--- config.mk ---
export PLATFORM = sky130hd
export DESIGN_NAME = conv_tile_scheduler_flat
export DESIGN_NICKNAME = d
export VERILOG_FILES = /design/src/rtl/conv_tile_scheduler_pkg.sv /design/src/rtl/conv_tile_scheduler_if.sv /design/src/rtl/conv_tile_scheduler_loop_nest_cnt.sv /design/src/rtl/conv_tile_scheduler.sv /design/src/flat_wrapper.sv
export SDC_FILE = /design/constraint.sdc
export NUM_CORES = 1
export LEC_CHECK = 0
export ABC_CLOCK_PERIOD_IN_PS = 7800
export BUFFER_PORTS_ARGS = -buffer_cell sky130_fd_sc_hd__buf_2
export CAP_MARGIN = 20
export CORE_MARGIN = 10
export CORE_UTILIZATION = 60
export DETAILED_ROUTE_END_ITERATION = 10
export MAX_ROUTING_LAYER = met4
export PLACE_DENSITY = 0.84
export SLEW_MARGIN = 5
export SYNTH_ARGS = -nofsm -noshare
export SYNTH_HDL_FRONTEND = slang
export SYNTH_SLANG_ARGS = --single-unit
--- constraint.sdc ---
create_clock -name clk -period 7.8 [get_ports clk]
set_clock_uncertainty 0.2 [all_clocks]
set_input_delay 0.39 -clock clk [delete_from_list [all_inputs] [get_ports clk]]
set_output_delay 0.39 -clock clk [all_outputs]
set_load 0.005 [all_outputs]
--- src/rtl/conv_tile_scheduler_pkg.sv ---
// ============================================================================
// Package  : conv_tile_scheduler_pkg
// Brief    : Shared types and helpers for the conv tile scheduler.
// Revision : 1.0 - initial release
// ============================================================================
`default_nettype none

package conv_tile_scheduler_pkg;

  localparam int c_cnt_w = 16;

  typedef enum logic [2:0] {
    IDLE       = 3'd0,
    WAIT_BANKS = 3'd1,
    LOAD_W     = 3'd2,
    STREAM     = 3'd3,
    FLUSH      = 3'd4,
    DRAIN      = 3'd5
  } sched_state_t;

  // Fields hold the last index of each loop (configured value minus one)
  typedef struct packed {
    logic [c_cnt_w-1:0] ox0;
    logic [c_cnt_w-1:0] oy0;
    logic [c_cnt_w-1:0] fx;
    logic [c_cnt_w-1:0] fy;
    logic [c_cnt_w-1:0] ic1;
    logic [c_cnt_w-1:0] oc1;
    logic [c_cnt_w-1:0] tiles;
  } conv_cfg_t;

  // A zero count is illegal and behaves as a count of one
  function automatic logic [c_cnt_w-1:0] cfg_limit(input logic [c_cnt_w-1:0] v);
    return (v == '0) ? '0 : v - c_cnt_w'(1);
  endfunction

endpackage

`default_nettype wire

--- src/rtl/conv_tile_scheduler_if.sv ---
// ============================================================================
// Interface : conv_tile_scheduler_if
// Brief     : Config, bank, strobe and ofmap handshake bundle of the scheduler.
// Revision  : 1.0 - initial release
// ============================================================================
`default_nettype none

interface conv_tile_scheduler_if #(
  parameter int CNT_W = 16
);
  logic             cfg_vld;
  logic             cfg_rdy;
  logic [CNT_W-1:0] cfg_ox0;
  logic [CNT_W-1:0] cfg_oy0;
  logic [CNT_W-1:0] cfg_fx;
  logic [CNT_W-1:0] cfg_fy;
  logic [CNT_W-1:0] cfg_ic1;
  logic [CNT_W-1:0] cfg_oc1;
  logic [CNT_W-1:0] cfg_tiles;
  logic             in_bank_full;
  logic             wt_bank_full;
  logic             in_switch_banks;
  logic             wt_switch_banks;
  logic             wt_ren;
  logic             arr_weight_we;
  logic             in_ren;
  logic             arr_enable;
  logic             acc_clear;
  logic             acc_we;
  logic             ofmap_vld;
  logic             ofmap_rdy;
  logic             done;

  modport master (
    input  cfg_vld, cfg_ox0, cfg_oy0, cfg_fx, cfg_fy, cfg_ic1, cfg_oc1, cfg_tiles,
    input  in_bank_full, wt_bank_full, ofmap_rdy,
    output cfg_rdy, in_switch_banks, wt_switch_banks, wt_ren, arr_weight_we,
    output in_ren, arr_enable, acc_clear, acc_we, ofmap_vld, done
  );

  modport slave (
    output cfg_vld, cfg_ox0, cfg_oy0, cfg_fx, cfg_fy, cfg_ic1, cfg_oc1, cfg_tiles,
    output in_bank_full, wt_bank_full, ofmap_rdy,
    input  cfg_rdy, in_switch_banks, wt_switch_banks, wt_ren, arr_weight_we,
    input  in_ren, arr_enable, acc_clear, acc_we, ofmap_vld, done
  );

endinterface

`default_nettype wire

--- src/rtl/conv_tile_scheduler_loop_nest_cnt.sv ---
// ============================================================================
// Module   : conv_tile_scheduler_loop_nest_cnt
// Brief    : N-level wrap counter; level 0 is innermost, each level carries
//            into the next when it wraps.
// Revision : 1.0 - initial release
// ============================================================================
`default_nettype none

module conv_tile_scheduler_loop_nest_cnt #(
  parameter int N = 3,
  parameter int W = 16
) (
  input  logic                clk,
  input  logic                rst,
  input  logic                clr,
  input  logic                inc,
  input  logic [N-1:0][W-1:0] limit,
  output logic [N-1:0]        last,
  output logic [N-1:0]        zero,
  output logic                all_last
);

  logic [N-1:0] w_carry;

  assign w_carry[0] = inc;

  genvar i;
  generate
    for (i = 0; i < N; i++) begin : g_level
      logic [W-1:0] r_cnt;

      assign last[i] = (r_cnt == limit[i]);
      assign zero[i] = (r_cnt == '0);

      if (i > 0) begin : g_carry
        assign w_carry[i] = w_carry[i-1] & last[i-1];
      end

      always_ff @(posedge clk) begin
        if (rst || clr) begin
          r_cnt <= '0;
        end else if (w_carry[i]) begin
          r_cnt <= last[i] ? '0 : r_cnt + W'(1);
        end
      end
    end
  endgenerate

  assign all_last = &last;

endmodule

`default_nettype wire

--- src/rtl/conv_tile_scheduler.sv ---
// ============================================================================
// Module   : conv_tile_scheduler
// Brief    : Layer/tile sequencer emitting the enable and strobe pattern for the
//            conv datapath (bank swap, weight preload, stream, flush, drain).
// Revision : 1.0 - initial release
// ============================================================================
`default_nettype none

module conv_tile_scheduler
  import conv_tile_scheduler_pkg::*;
#(
  parameter int ARRAY_HEIGHT = 4,
  parameter int ARRAY_WIDTH  = 4,
  parameter int CNT_W        = c_cnt_w  // must equal c_cnt_w (config struct width)
) (
  input  logic                   clk,
  input  logic                   rst,
  conv_tile_scheduler_if.master  bus
);

  localparam int c_ph_w = (ARRAY_HEIGHT + ARRAY_WIDTH > 2) ?
                          $clog2(ARRAY_HEIGHT + ARRAY_WIDTH - 1) : 1;
  localparam logic [c_ph_w-1:0] c_load_last  = c_ph_w'(ARRAY_HEIGHT - 1);
  localparam logic [c_ph_w-1:0] c_flush_last = c_ph_w'(ARRAY_HEIGHT + ARRAY_WIDTH - 2);

  sched_state_t            r_state;
  sched_state_t            w_state_nxt;
  conv_cfg_t               r_cfg;
  logic [c_ph_w-1:0]       r_phase;
  logic [ARRAY_HEIGHT-1:0] r_ren_pipe;
  logic                    r_done;

  logic w_cfg_rdy, w_cfg_load, w_cnt_clr, w_done_set;
  logic w_in_sw, w_wt_sw, w_wt_ren, w_in_ren, w_arr_en, w_ofmap_vld;
  logic w_inner_inc, w_outer_inc, w_pix_inc;

  logic [2:0][CNT_W-1:0] w_inner_lim;
  logic [1:0][CNT_W-1:0] w_outer_lim;
  logic [1:0][CNT_W-1:0] w_pix_lim;
  logic [2:0]            w_inner_last, w_inner_zero;
  logic [1:0]            w_outer_last, w_outer_zero;
  logic [1:0]            w_pix_last, w_pix_zero;
  logic                  w_inner_all_last, w_outer_all_last, w_pix_all_last;
  logic                  w_first_tile, w_acc_we;
  logic                  w_unused;

  assign w_inner_lim  = {r_cfg.ic1, r_cfg.fy, r_cfg.fx};
  assign w_outer_lim  = {r_cfg.tiles, r_cfg.oc1};
  assign w_pix_lim    = {r_cfg.oy0, r_cfg.ox0};
  assign w_first_tile = w_outer_zero[1];

  conv_tile_scheduler_loop_nest_cnt #(.N(3), .W(CNT_W)) u_inner (
    .clk(clk), .rst(rst), .clr(w_cnt_clr), .inc(w_inner_inc), .limit(w_inner_lim),
    .last(w_inner_last), .zero(w_inner_zero), .all_last(w_inner_all_last)
  );

  conv_tile_scheduler_loop_nest_cnt #(.N(2), .W(CNT_W)) u_outer (
    .clk(clk), .rst(rst), .clr(w_cnt_clr), .inc(w_outer_inc), .limit(w_outer_lim),
    .last(w_outer_last), .zero(w_outer_zero), .all_last(w_outer_all_last)
  );

  // Output pixel counter, shared by STREAM (one per cycle) and DRAIN (one per transfer)
  conv_tile_scheduler_loop_nest_cnt #(.N(2), .W(CNT_W)) u_pix (
    .clk(clk), .rst(rst), .clr(w_cnt_clr), .inc(w_pix_inc), .limit(w_pix_lim),
    .last(w_pix_last), .zero(w_pix_zero), .all_last(w_pix_all_last)
  );

  assign w_unused = &{w_inner_last, w_pix_last, w_pix_zero, w_outer_zero[0], w_outer_all_last};

  always_ff @(posedge clk) begin
    if (rst) begin
      r_state    <= IDLE;
      r_cfg      <= '0;
      r_phase    <= '0;
      r_ren_pipe <= '0;
      r_done     <= 1'b0;
    end else begin
      r_state    <= w_state_nxt;
      r_done     <= w_done_set;
      r_ren_pipe <= (r_ren_pipe << 1) | ARRAY_HEIGHT'(w_in_ren);
      if (w_cfg_load) begin
        r_cfg <= '{ox0:   cfg_limit(bus.cfg_ox0),
                   oy0:   cfg_limit(bus.cfg_oy0),
                   fx:    cfg_limit(bus.cfg_fx),
                   fy:    cfg_limit(bus.cfg_fy),
                   ic1:   cfg_limit(bus.cfg_ic1),
                   oc1:   cfg_limit(bus.cfg_oc1),
                   tiles: cfg_limit(bus.cfg_tiles)};
      end
      if (r_state == LOAD_W) begin
        r_phase <= (r_phase == c_load_last) ? '0 : r_phase + c_ph_w'(1);
      end else if (r_state == FLUSH) begin
        r_phase <= (r_phase == c_flush_last) ? '0 : r_phase + c_ph_w'(1);
      end else begin
        r_phase <= '0;
      end
    end
  end

  always_comb begin
    w_state_nxt = r_state;
    w_cfg_rdy   = 1'b0;
    w_cfg_load  = 1'b0;
    w_cnt_clr   = 1'b0;
    w_done_set  = 1'b0;
    w_in_sw     = 1'b0;
    w_wt_sw     = 1'b0;
    w_wt_ren    = 1'b0;
    w_in_ren    = 1'b0;
    w_arr_en    = 1'b0;
    w_ofmap_vld = 1'b0;
    w_inner_inc = 1'b0;
    w_outer_inc = 1'b0;
    w_pix_inc   = 1'b0;
    case (r_state)
      IDLE: begin
        w_cfg_rdy = 1'b1;
        if (bus.cfg_vld) begin
          w_cfg_load  = 1'b1;
          w_cnt_clr   = 1'b1;
          w_state_nxt = WAIT_BANKS;
        end
      end
      WAIT_BANKS: begin
        // Weights are loaded once per layer, so only the first tile waits on them
        if (bus.in_bank_full && (!w_first_tile || bus.wt_bank_full)) begin
          w_in_sw     = 1'b1;
          w_wt_sw     = w_first_tile;
          w_state_nxt = LOAD_W;
        end
      end
      LOAD_W: begin
        w_wt_ren = 1'b1;
        if (r_phase == c_load_last) w_state_nxt = STREAM;
      end
      STREAM: begin
        w_in_ren  = 1'b1;
        w_arr_en  = 1'b1;
        w_pix_inc = 1'b1;
        if (w_pix_all_last) w_state_nxt = FLUSH;
      end
      FLUSH: begin
        w_arr_en = 1'b1;
        if (r_phase == c_flush_last) begin
          w_inner_inc = 1'b1;
          w_state_nxt = w_inner_all_last ? DRAIN : LOAD_W;
        end
      end
      DRAIN: begin
        w_ofmap_vld = 1'b1;
        if (bus.ofmap_rdy) begin
          w_pix_inc = 1'b1;
          if (w_pix_all_last) begin
            w_outer_inc = 1'b1;
            if (!w_outer_last[0]) begin
              w_state_nxt = LOAD_W;
            end else if (!w_outer_last[1]) begin
              w_state_nxt = WAIT_BANKS;
            end else begin
              w_done_set  = 1'b1;
              w_state_nxt = IDLE;
            end
          end
        end
      end
      default: w_state_nxt = IDLE;
    endcase
  end

  // Psum for a streamed pixel reaches the accumulator after read latency plus row skew
  assign w_acc_we = r_ren_pipe[ARRAY_HEIGHT-1];

  assign bus.cfg_rdy         = w_cfg_rdy;
  assign bus.in_switch_banks = w_in_sw;
  assign bus.wt_switch_banks = w_wt_sw;
  assign bus.wt_ren          = w_wt_ren;
  assign bus.arr_weight_we   = w_wt_ren;
  assign bus.in_ren          = w_in_ren;
  assign bus.arr_enable      = w_arr_en;
  assign bus.acc_we          = w_acc_we;
  assign bus.acc_clear       = w_acc_we & (&w_inner_zero);
  assign bus.ofmap_vld       = w_ofmap_vld;
  assign bus.done            = r_done;

endmodule

`default_nettype wire
--- src/flat_wrapper.sv ---
// flat-port wrapper written by rule: the top's interface ports become plain ports
module conv_tile_scheduler_flat import conv_tile_scheduler_pkg::*;
#(
  parameter int ARRAY_HEIGHT = 4,
  parameter int ARRAY_WIDTH  = 4,
  parameter int CNT_W        = c_cnt_w                                             
)
  (clk, rst, bus_cfg_vld, bus_cfg_ox0, bus_cfg_oy0, bus_cfg_fx, bus_cfg_fy, bus_cfg_ic1, bus_cfg_oc1, bus_cfg_tiles, bus_in_bank_full, bus_wt_bank_full, bus_ofmap_rdy, bus_cfg_rdy, bus_in_switch_banks, bus_wt_switch_banks, bus_wt_ren, bus_arr_weight_we, bus_in_ren, bus_arr_enable, bus_acc_clear, bus_acc_we, bus_ofmap_vld, bus_done);
  conv_tile_scheduler_if #(.CNT_W(CNT_W)) bus_i ();
  input  logic clk;
  input  logic rst;
  input wire logic [$bits(bus_i.cfg_vld)-1:0] bus_cfg_vld;
  input wire logic [$bits(bus_i.cfg_ox0)-1:0] bus_cfg_ox0;
  input wire logic [$bits(bus_i.cfg_oy0)-1:0] bus_cfg_oy0;
  input wire logic [$bits(bus_i.cfg_fx)-1:0] bus_cfg_fx;
  input wire logic [$bits(bus_i.cfg_fy)-1:0] bus_cfg_fy;
  input wire logic [$bits(bus_i.cfg_ic1)-1:0] bus_cfg_ic1;
  input wire logic [$bits(bus_i.cfg_oc1)-1:0] bus_cfg_oc1;
  input wire logic [$bits(bus_i.cfg_tiles)-1:0] bus_cfg_tiles;
  input wire logic [$bits(bus_i.in_bank_full)-1:0] bus_in_bank_full;
  input wire logic [$bits(bus_i.wt_bank_full)-1:0] bus_wt_bank_full;
  input wire logic [$bits(bus_i.ofmap_rdy)-1:0] bus_ofmap_rdy;
  output wire logic [$bits(bus_i.cfg_rdy)-1:0] bus_cfg_rdy;
  output wire logic [$bits(bus_i.in_switch_banks)-1:0] bus_in_switch_banks;
  output wire logic [$bits(bus_i.wt_switch_banks)-1:0] bus_wt_switch_banks;
  output wire logic [$bits(bus_i.wt_ren)-1:0] bus_wt_ren;
  output wire logic [$bits(bus_i.arr_weight_we)-1:0] bus_arr_weight_we;
  output wire logic [$bits(bus_i.in_ren)-1:0] bus_in_ren;
  output wire logic [$bits(bus_i.arr_enable)-1:0] bus_arr_enable;
  output wire logic [$bits(bus_i.acc_clear)-1:0] bus_acc_clear;
  output wire logic [$bits(bus_i.acc_we)-1:0] bus_acc_we;
  output wire logic [$bits(bus_i.ofmap_vld)-1:0] bus_ofmap_vld;
  output wire logic [$bits(bus_i.done)-1:0] bus_done;
  assign bus_i.cfg_vld = bus_cfg_vld;
  assign bus_i.cfg_ox0 = bus_cfg_ox0;
  assign bus_i.cfg_oy0 = bus_cfg_oy0;
  assign bus_i.cfg_fx = bus_cfg_fx;
  assign bus_i.cfg_fy = bus_cfg_fy;
  assign bus_i.cfg_ic1 = bus_cfg_ic1;
  assign bus_i.cfg_oc1 = bus_cfg_oc1;
  assign bus_i.cfg_tiles = bus_cfg_tiles;
  assign bus_i.in_bank_full = bus_in_bank_full;
  assign bus_i.wt_bank_full = bus_wt_bank_full;
  assign bus_i.ofmap_rdy = bus_ofmap_rdy;
  assign bus_cfg_rdy = bus_i.cfg_rdy;
  assign bus_in_switch_banks = bus_i.in_switch_banks;
  assign bus_wt_switch_banks = bus_i.wt_switch_banks;
  assign bus_wt_ren = bus_i.wt_ren;
  assign bus_arr_weight_we = bus_i.arr_weight_we;
  assign bus_in_ren = bus_i.in_ren;
  assign bus_arr_enable = bus_i.arr_enable;
  assign bus_acc_clear = bus_i.acc_clear;
  assign bus_acc_we = bus_i.acc_we;
  assign bus_ofmap_vld = bus_i.ofmap_vld;
  assign bus_done = bus_i.done;
  conv_tile_scheduler #(.ARRAY_HEIGHT(ARRAY_HEIGHT), .ARRAY_WIDTH(ARRAY_WIDTH), .CNT_W(CNT_W)) u_core (.clk(clk), .rst(rst), .bus(bus_i));
endmodule
==> results by group, run 1 <==
Synthesis
  – Netlist cell types: between 50 and 60
  – Top post-synthesis cells by area: dfxtp_1 (39%), xor2_1 (13%), xnor2_1 (8.2%), nand2_1 (5.8%), nor2_1 (5.3%)
  – Seq/Total Area, Yosys: 0.3866
  – Area of the mapped netlist: between 10000 and 15000 sq um
  – Synth Flop Type: dfxtp_1
  – Ys async rst share: 0
  – Post-synth EDFFs: 0
  – Leading area contributor after synthesis: dfxtp_1
  – Synthesized Nets: about 1600
  – Mean Syn Cell Area: roughly 8.3 sq um
  – Cells after Synth: approximately 1500
  – Count leader, synth: dfxtp_1
  – Post-synth top area share: 0.3866
  – Synth cell count leaders: dfxtp_1 (235), nand2_1 (188), xor2_1 (183)
  – Post-synthesis register bit count: approximately 240
  – Syn. warnings: 0

Global routing
  – Tot GR Track Use: 0.2240
  – Vias in the first global route: approximately 11000
  – Largest net degree at the start of global routing: 64
  – Initial antenna violation count: 0
  – First-pass GRT wire length: around 50000 um
  – Gr ovfl total: 0

Routing
  – Post-Route WL: just under 30000 um
  – Initial detailed-routing violation count: 764
  – WL/cell: 15.42 um
  – Vias/cell: 5.532
  – DR vias: 10690
  – Routed Antenna Nets: 0
  – DR DRC count: 0
  – DRT Pass-1 Iters: 5

Clocking
  – Hold_buf cts: 59
  – Post-CTS Resized: 0
  – Clock Path Buffers: 3
  – Skew-Pair Late Insertion Delay: approximately 0.54 ns
  – H-tree depth: 1
  – Post CTS Setup Buffer Count: 0
  – CTS tree: built
  – CTS sink count: 235
  – CTS Buf Count: 25
  – Worst-path clk slew: 0.06 ns
  – Root Driver: clkbuf_16

Timing
  – Relative slew slack: 0.4045
  – Final Hold Viols: 0
  – Final setup viols: 0
  – Final Cycle Share: 0.4351
  – Final min period: 3.394 ns
  – Fin Setup TNS: 0 ns
  – Tightest Pin Transition: 0.8851 ns
  – Slew Limit Fails: 0
  – Peak Freq: 0.2946 GHz
  – RSZ-0062 raised after global routing: false

Placed design
  – GP Congestion: between 0.9 and 1
  – DP Wirelength: ~21000 um
  – Port-buffer cells: ~130
  – Post-DP Area: 13000 sq um

Layout
  – Layout cells sized above 1: 0.1149
  – Final Instance Area: ~14000 sq um
  – Area grow syn2layout: 18.46%
  – Filler cell count: approximately 1500
  – Antenna Cells: 0
  – Fin nets: between 1500 and 2000

Setup path
  – Worst reg2reg path startpoint: u_core.u_inner.g_level[0].r_cnt[5]
  – Critical path class: reg -> reg
  – Worst reg2reg path depth: 7
  – Crit path launch: u_core.u_inner.g_level[0].r_cnt[5]
  – Reg2reg end: u_core.u_inner.g_level[1].r_cnt[7]
  – Required time worst endpoint: approximately 8.0 ns
  – Flop2flop setup slack: approximately 4.4 ns
  – CP Max Fanout: 15
  – Critical Path AT: 3.59 ns
  – CP endpoint kind: flip-flop
  – Critical path startpoint category: flip-flop

Floorplanning
  – DIE WIDTH: 162.4 um
  – # rows: 52
  – I/O pin count: 129
  – Starting Density: 0.6052
  – Die area: between 20000 and 30000 sq um
  – Vert. Die Dim: roughly 160 um
  – Core Region: around 20000 sq um

Run
  – Max-Cap Viols: 0

Hold path
  – Hold Path Sink: u_core.r_cfg[45]
  – Hold crit path type: in -> reg
  – Hold path depth: 3
  – Worst Min Path Start: bus_cfg_ic1[13]

Power and ir drop
  – Peak supply drop: around 0.00016 V
  – Pleak: about 6 nW
  – Power density cells: about 230 nW/um^2

Status
  – Status: completed
[placed cells by master (no fill, tap or decap), types with 36 or more instances in the layout]
cell,count
inv_1,36
nand4_1,44
xnor2_1,114
nor3_1,48
dlygate4sd3_1,59
nand3_1,47
buf_2,128
o21ai_0,107
dfxtp_1,235
nor2_1,171
nand2_1,188
nor4_1,57
xor2_1,183
[layer usage]
metal	wire length, um	up-vias	GRT usage
met3	1322	56	0.02856
met5	0	-	-
li1	-	5370	-
met2	15080	275	0.3978
met4	674	0	0.05500
met1	12710	4986	0.2626
[worst max-delay path, cell delays in order, from the launching register on]
cell     delay, ns
dfxtp_1       0.47
xnor2_1       0.16
nand4_1       0.15
nor4_1        0.79
and2_0        0.70
nand2_1       0.23
nand2_1       0.44
nor2_1        0.12
[worst max path at each step]
stage / slack [ns] / cells past startpoint / endpoint
3_3_place_gp: 4.55 / 7 / u_core.u_inner.g_level[1].r_cnt[11]
3_5_place_dp: 4.53 / 7 / u_core.u_outer.g_level[1].r_cnt[15]
5_1_grt: 4.15 / 6 / u_core.u_inner.g_level[1].r_cnt[11]
6_report: 4.41 / 7 / u_core.u_inner.g_level[1].r_cnt[7]
4_1_cts: 4.47 / 6 / u_core.u_inner.g_level[1].r_cnt[7]
2_1_floorplan: 5.28 / 9 / u_core.u_inner.g_level[2].r_cnt[10]
[flip-flops by register name (all words and copies together) (netlist names)]
name and cells:
u_core.u_pix.g_level.r_cnt 32, u_core.r_phase 3, u_core.u_inner.g_level.r_cnt 48, u_core.u_outer.g_level.r_cnt 32
u_core.r_state 3, u_core.r_cfg 112, u_core.bus.done 1, u_core.r_ren_pipe 4
[cells by family (layout without fill, tap and decap cells)]
| logic type | after synthesis | count (layout) | synth area share |
|---|---|---|---|
| adders and majority gates | 29 | 29 | 0.02982 |
| and+or+nand+nor | 654 | 654 | 0.2615 |
| buffers and inverters | 83 | 273 | 0.02632 |
| DFF | 235 | 235 | 0.3866 |
| muxes | 2 | 2 | 0.001748 |
| xor gates and xnor gates | 297 | 297 | 0.2138 |
| AOI/OAI and AO/OA | 172 | 172 | 0.08021 |
[per-stage QoR]
step / hold WS (ns) / worst slack (ns) / std cells / utilization / power, mW
after detailed placement: 0.2272 / 4.533 / 1826 / 0.6464 / 2.141
after global routing: 0.01182 / 4.150 / 1932 / 0.7170 / 3.466
after CTS: 0.0006110 / 4.473 / 1930 / 0.7163 / 3.315
final: 0.002120 / 4.406 / 1932 / 0.7170 / 3.308
after global placement: 0.2154 / 4.549 / 1826 / 0.6464 / 2.116
after floorplan: 0.2138 / 5.276 / 1472 / - / 1.922
[power by group]
part | internal [mW] | switching (mW) | leakage, nW | total [mW]
sequential | 1.34 | 0.117 | 1.91 | 1.46
clock | 0.670 | 0.487 | 0.409 | 1.16
combinational | 0.274 | 0.419 | 3.57 | 0.694
[final cells by class]
cell class,instances,area (sq um),share of cell area
sequential,235,4705,0.3264
inverter,36,135.1,0.009375
clock buffer,36,747.0,0.05182
clock inverter,9,68.82,0.004774
timing repair buffer,192,1266,0.08785
multi-input combinational,1154,7154,0.4964
tap,270,337.8,0.02344
Note: power is estimated with default switching activity, not from simulation.
==> inputs of run 2 (changes only) <==
--- a/config.mk
+++ b/config.mk
@@ -5,14 +5,14 @@
 export SDC_FILE = /design/constraint.sdc
 export NUM_CORES = 1
 export LEC_CHECK = 0
-export ABC_CLOCK_PERIOD_IN_PS = 7800
+export ABC_CLOCK_PERIOD_IN_PS = 3300
 export BUFFER_PORTS_ARGS = -buffer_cell sky130_fd_sc_hd__buf_2
 export CAP_MARGIN = 20
 export CORE_MARGIN = 10
-export CORE_UTILIZATION = 60
+export CORE_UTILIZATION = 59
 export DETAILED_ROUTE_END_ITERATION = 10
 export MAX_ROUTING_LAYER = met4
-export PLACE_DENSITY = 0.84
+export PLACE_DENSITY = 0.83
 export SLEW_MARGIN = 5
 export SYNTH_ARGS = -nofsm -noshare
 export SYNTH_HDL_FRONTEND = slang
==> constraint.sdc (replaced) <==
create_clock -name clk -period 3.3 [get_ports clk]
set_clock_uncertainty 0.2 [all_clocks]
set_input_delay 0.165 -clock clk [delete_from_list [all_inputs] [get_ports clk]]
set_output_delay 0.165 -clock clk [all_outputs]
set_load 0.005 [all_outputs]
==> run 2 against run 1 <==
Against the previous run:
- hold slack improved by 0.046 ns
- combinational power rose to 2.8 times the previous value
- non-clock buffer count rose by 140
- critical endpoint is now u_core.r_cfg[15]
- largest cell class unchanged
- largest power group unchanged
- highest routed layer unchanged
==> results by group, run 2 (synthesis gave the netlist of run 1 again) <==
Placed design
  – Placed cells: 1839
  – Place WS: approximately 0.46 ns
  – Port-buffer cells: about 130
  – DP Wirelength: about 22000 um
  – GP Congestion: between 0.9 and 1

Setup path
  – Critical Path AT: 3.41 ns
  – Cell-by-cell trace of the critical path: dlygate4sd3_1, buf_2, or4_1, nor3_1, nand3_1, xor2_1, dlygate4sd3_1, o21ai_0, dlygate4sd3_1
  – Worst path buffer plus inverter count: 4
  – Required time worst endpoint: about 3.5 ns
  – Most Frequent Cell on Critical Path: dlygate4sd3_1
  – Worst reg2reg path startpoint: u_core.u_pix.g_level[0].r_cnt[0]
  – Critical path startpoint category: input pin
  – Critical path class: in -> reg
  – Top Family by Delay on Critical Path: buffers and inverters
  – Crit path launch: bus_cfg_tiles[12]
  – Worst path max stage delay: 0.59 ns
  – CP endpoint kind: flip-flop
  – CP Max Fanout: 3
  – Worst reg2reg path depth: 7
  – Number of stages on the worst setup path: 9
  – Flop2flop setup slack: between 0.3 and 0.4 ns
  – Reg2reg end: u_core.u_outer.g_level[0].r_cnt[6]
  – Slowest CP cell: dlygate4sd3_1
  – Critical Path End: u_core.r_cfg[15]

Routing
  – Routed Antenna Nets: 0
  – WL/cell: about 18 um
  – Initial detailed-routing violation count: between 900 and 1000
  – Vias/cell: around 5.8
  – Post-Route WL: around 37000 um
  – DR vias: between 10000 and 15000
  – DRT Pass-1 Iters: 5
  – DR DRC count: 0

Layout
  – Post-Layout Cell Count: between 2000 and 2500
  – Filler cell count: around 1300
  – Top reg by flops: u_core.r_cfg
  – Max reg flops: 112
  – Area grow syn2layout: 30.53%
  – Commonest non-fill, non-tap cells in the layout: dfxtp_1 (235), nand2_1 (188), dlygate4sd3_1 (188)
  – Fin nets: between 1500 and 2000
  – Commonest non-fill, non-tap cell in the layout: dfxtp_1
  – Layout cells sized above 1: 0.1138
  – Top flop regs: u_core.r_cfg: 112 flops, u_core.u_inner.g_level.r_cnt: 48 flops

Clocking
  – Root Driver: clkbuf_16
  – H-tree depth: 1
  – CTS Buf Count: 25
  – Post CTS Setup Buffer Count: 0
  – Clock Path Buffers: 3
  – Skew-Pair Late Insertion Delay: 0.53 ns
  – Worst-path clk slew: around 0.06 ns
  – CTS sink count: approximately 240
  – CTS tree: built

Global routing
  – Largest net degree at the start of global routing: 41
  – First-pass GRT wire length: around 60000 um
  – Initial antenna violation count: 6
  – Tot GR Track Use: 0.2746
  – Vias in the first global route: between 10000 and 15000
  – Gr ovfl total: 0

Floorplanning
  – Vert. Die Dim: between 150 and 200 um
  – I/O pin count: approximately 130
  – DIE WIDTH: ~160 um
  – Die area: around 27000 sq um
  – # rows: 52
  – Starting Density: 0.6013
  – Core Region: about 20000 sq um

Timing
  – Final setup margin: between 0.08 and 0.09 ns
  – Slew Limit Fails: 0
  – Relative slew slack: 0.3045
  – RSZ-0062 raised after global routing: false
  – Final min period: about 3.2 ns
  – Fin Setup TNS: 0 ns
  – Final Hold Viols: 0
  – Peak Freq: a little over 0.3 GHz
  – Final Cycle Share: 0.9727
  – Tightest Pin Transition: between 1 and 1.5 ns
  – Final setup viols: 0

Status
  – Status: completed

Power and ir drop
  – Power, Total: 8.303 mW
  – Pleak: ~6.5 nW
  – Power density cells: roughly 520 nW/um^2
  – Peak supply drop: 0.0003649 V

Hold path
  – Hold crit path type: in -> reg

Run
  – Max-Cap Viols: 0
## run 2: through the flow
stage	cell area, sq um	hold WS, ns	util
2_1_floorplan	12170	0.08048	-
3_3_place_gp	13090	0.2030	0.6470
3_5_place_dp	13090	0.2121	0.6470
4_1_cts	15840	0.01533	0.7829
6_report	15880	0.04765	0.7849
5_1_grt	15880	0.06127	0.7849
## run 2: how the worst min path moves through the flow
stage	start	end	slack, ns	cells past startpoint
6_report	bus_ofmap_rdy	u_core.u_pix.g_level[0].r_cnt[1]	0.05	5
5_1_grt	bus_ofmap_rdy	u_core.u_pix.g_level[0].r_cnt[1]	0.06	5
4_1_cts	bus_ofmap_rdy	u_core.u_pix.g_level[0].r_cnt[1]	0.02	5
3_5_place_dp	bus_cfg_tiles[0]	u_core.r_cfg[0]	0.21	2
3_3_place_gp	bus_cfg_tiles[0]	u_core.r_cfg[0]	0.20	2
2_1_floorplan	bus_cfg_tiles[0]	u_core.r_cfg[0]	0.08	1
## run 2: routing by layer
layer,vias to the layer above,global-route usage,share of wire
li1,5653,-,-
met1,5636,0.3018,0.39
met2,530,0.4811,0.51
met3,165,0.03750,0.052
met4,0,0.1316,0.050
met5,-,-,0
## run 2: tightest hold or removal path: stages
cell	delay [ns]
buf_2	0.11
nand4b_1	0.11
buf_4	0.19
nand3_1	0.08
a21oi_1	0.06
## run 2: what timing repair did
item	in CTS	in global routing
hold endpoints to repair	129	0
endpoints found under the setup margin	0	2
hold buffers	188	0
gates resized for setup	0	4
## run 2: power by group
part,leakage [nW],switching [mW],total (mW),internal (mW)
sequential,1.91,0.285,3.45,3.17
clock,0.425,1.15,2.93,1.78
combinational,4.20,1.10,1.92,0.817
total,6.53,2.54,8.30,5.77
## run 2: layout make-up
class	instances	area, sq um	share of cell area
clock inverter	10	133.9	0.008429
timing repair buffer	332	2643	0.1664
multi-input combinational	1154	7181	0.4521
tap	270	337.8	0.02127
clock buffer	35	733.2	0.04616
sequential	235	4705	0.2962
antenna	6	15.01	0.0009453
inverter	36	135.1	0.008508
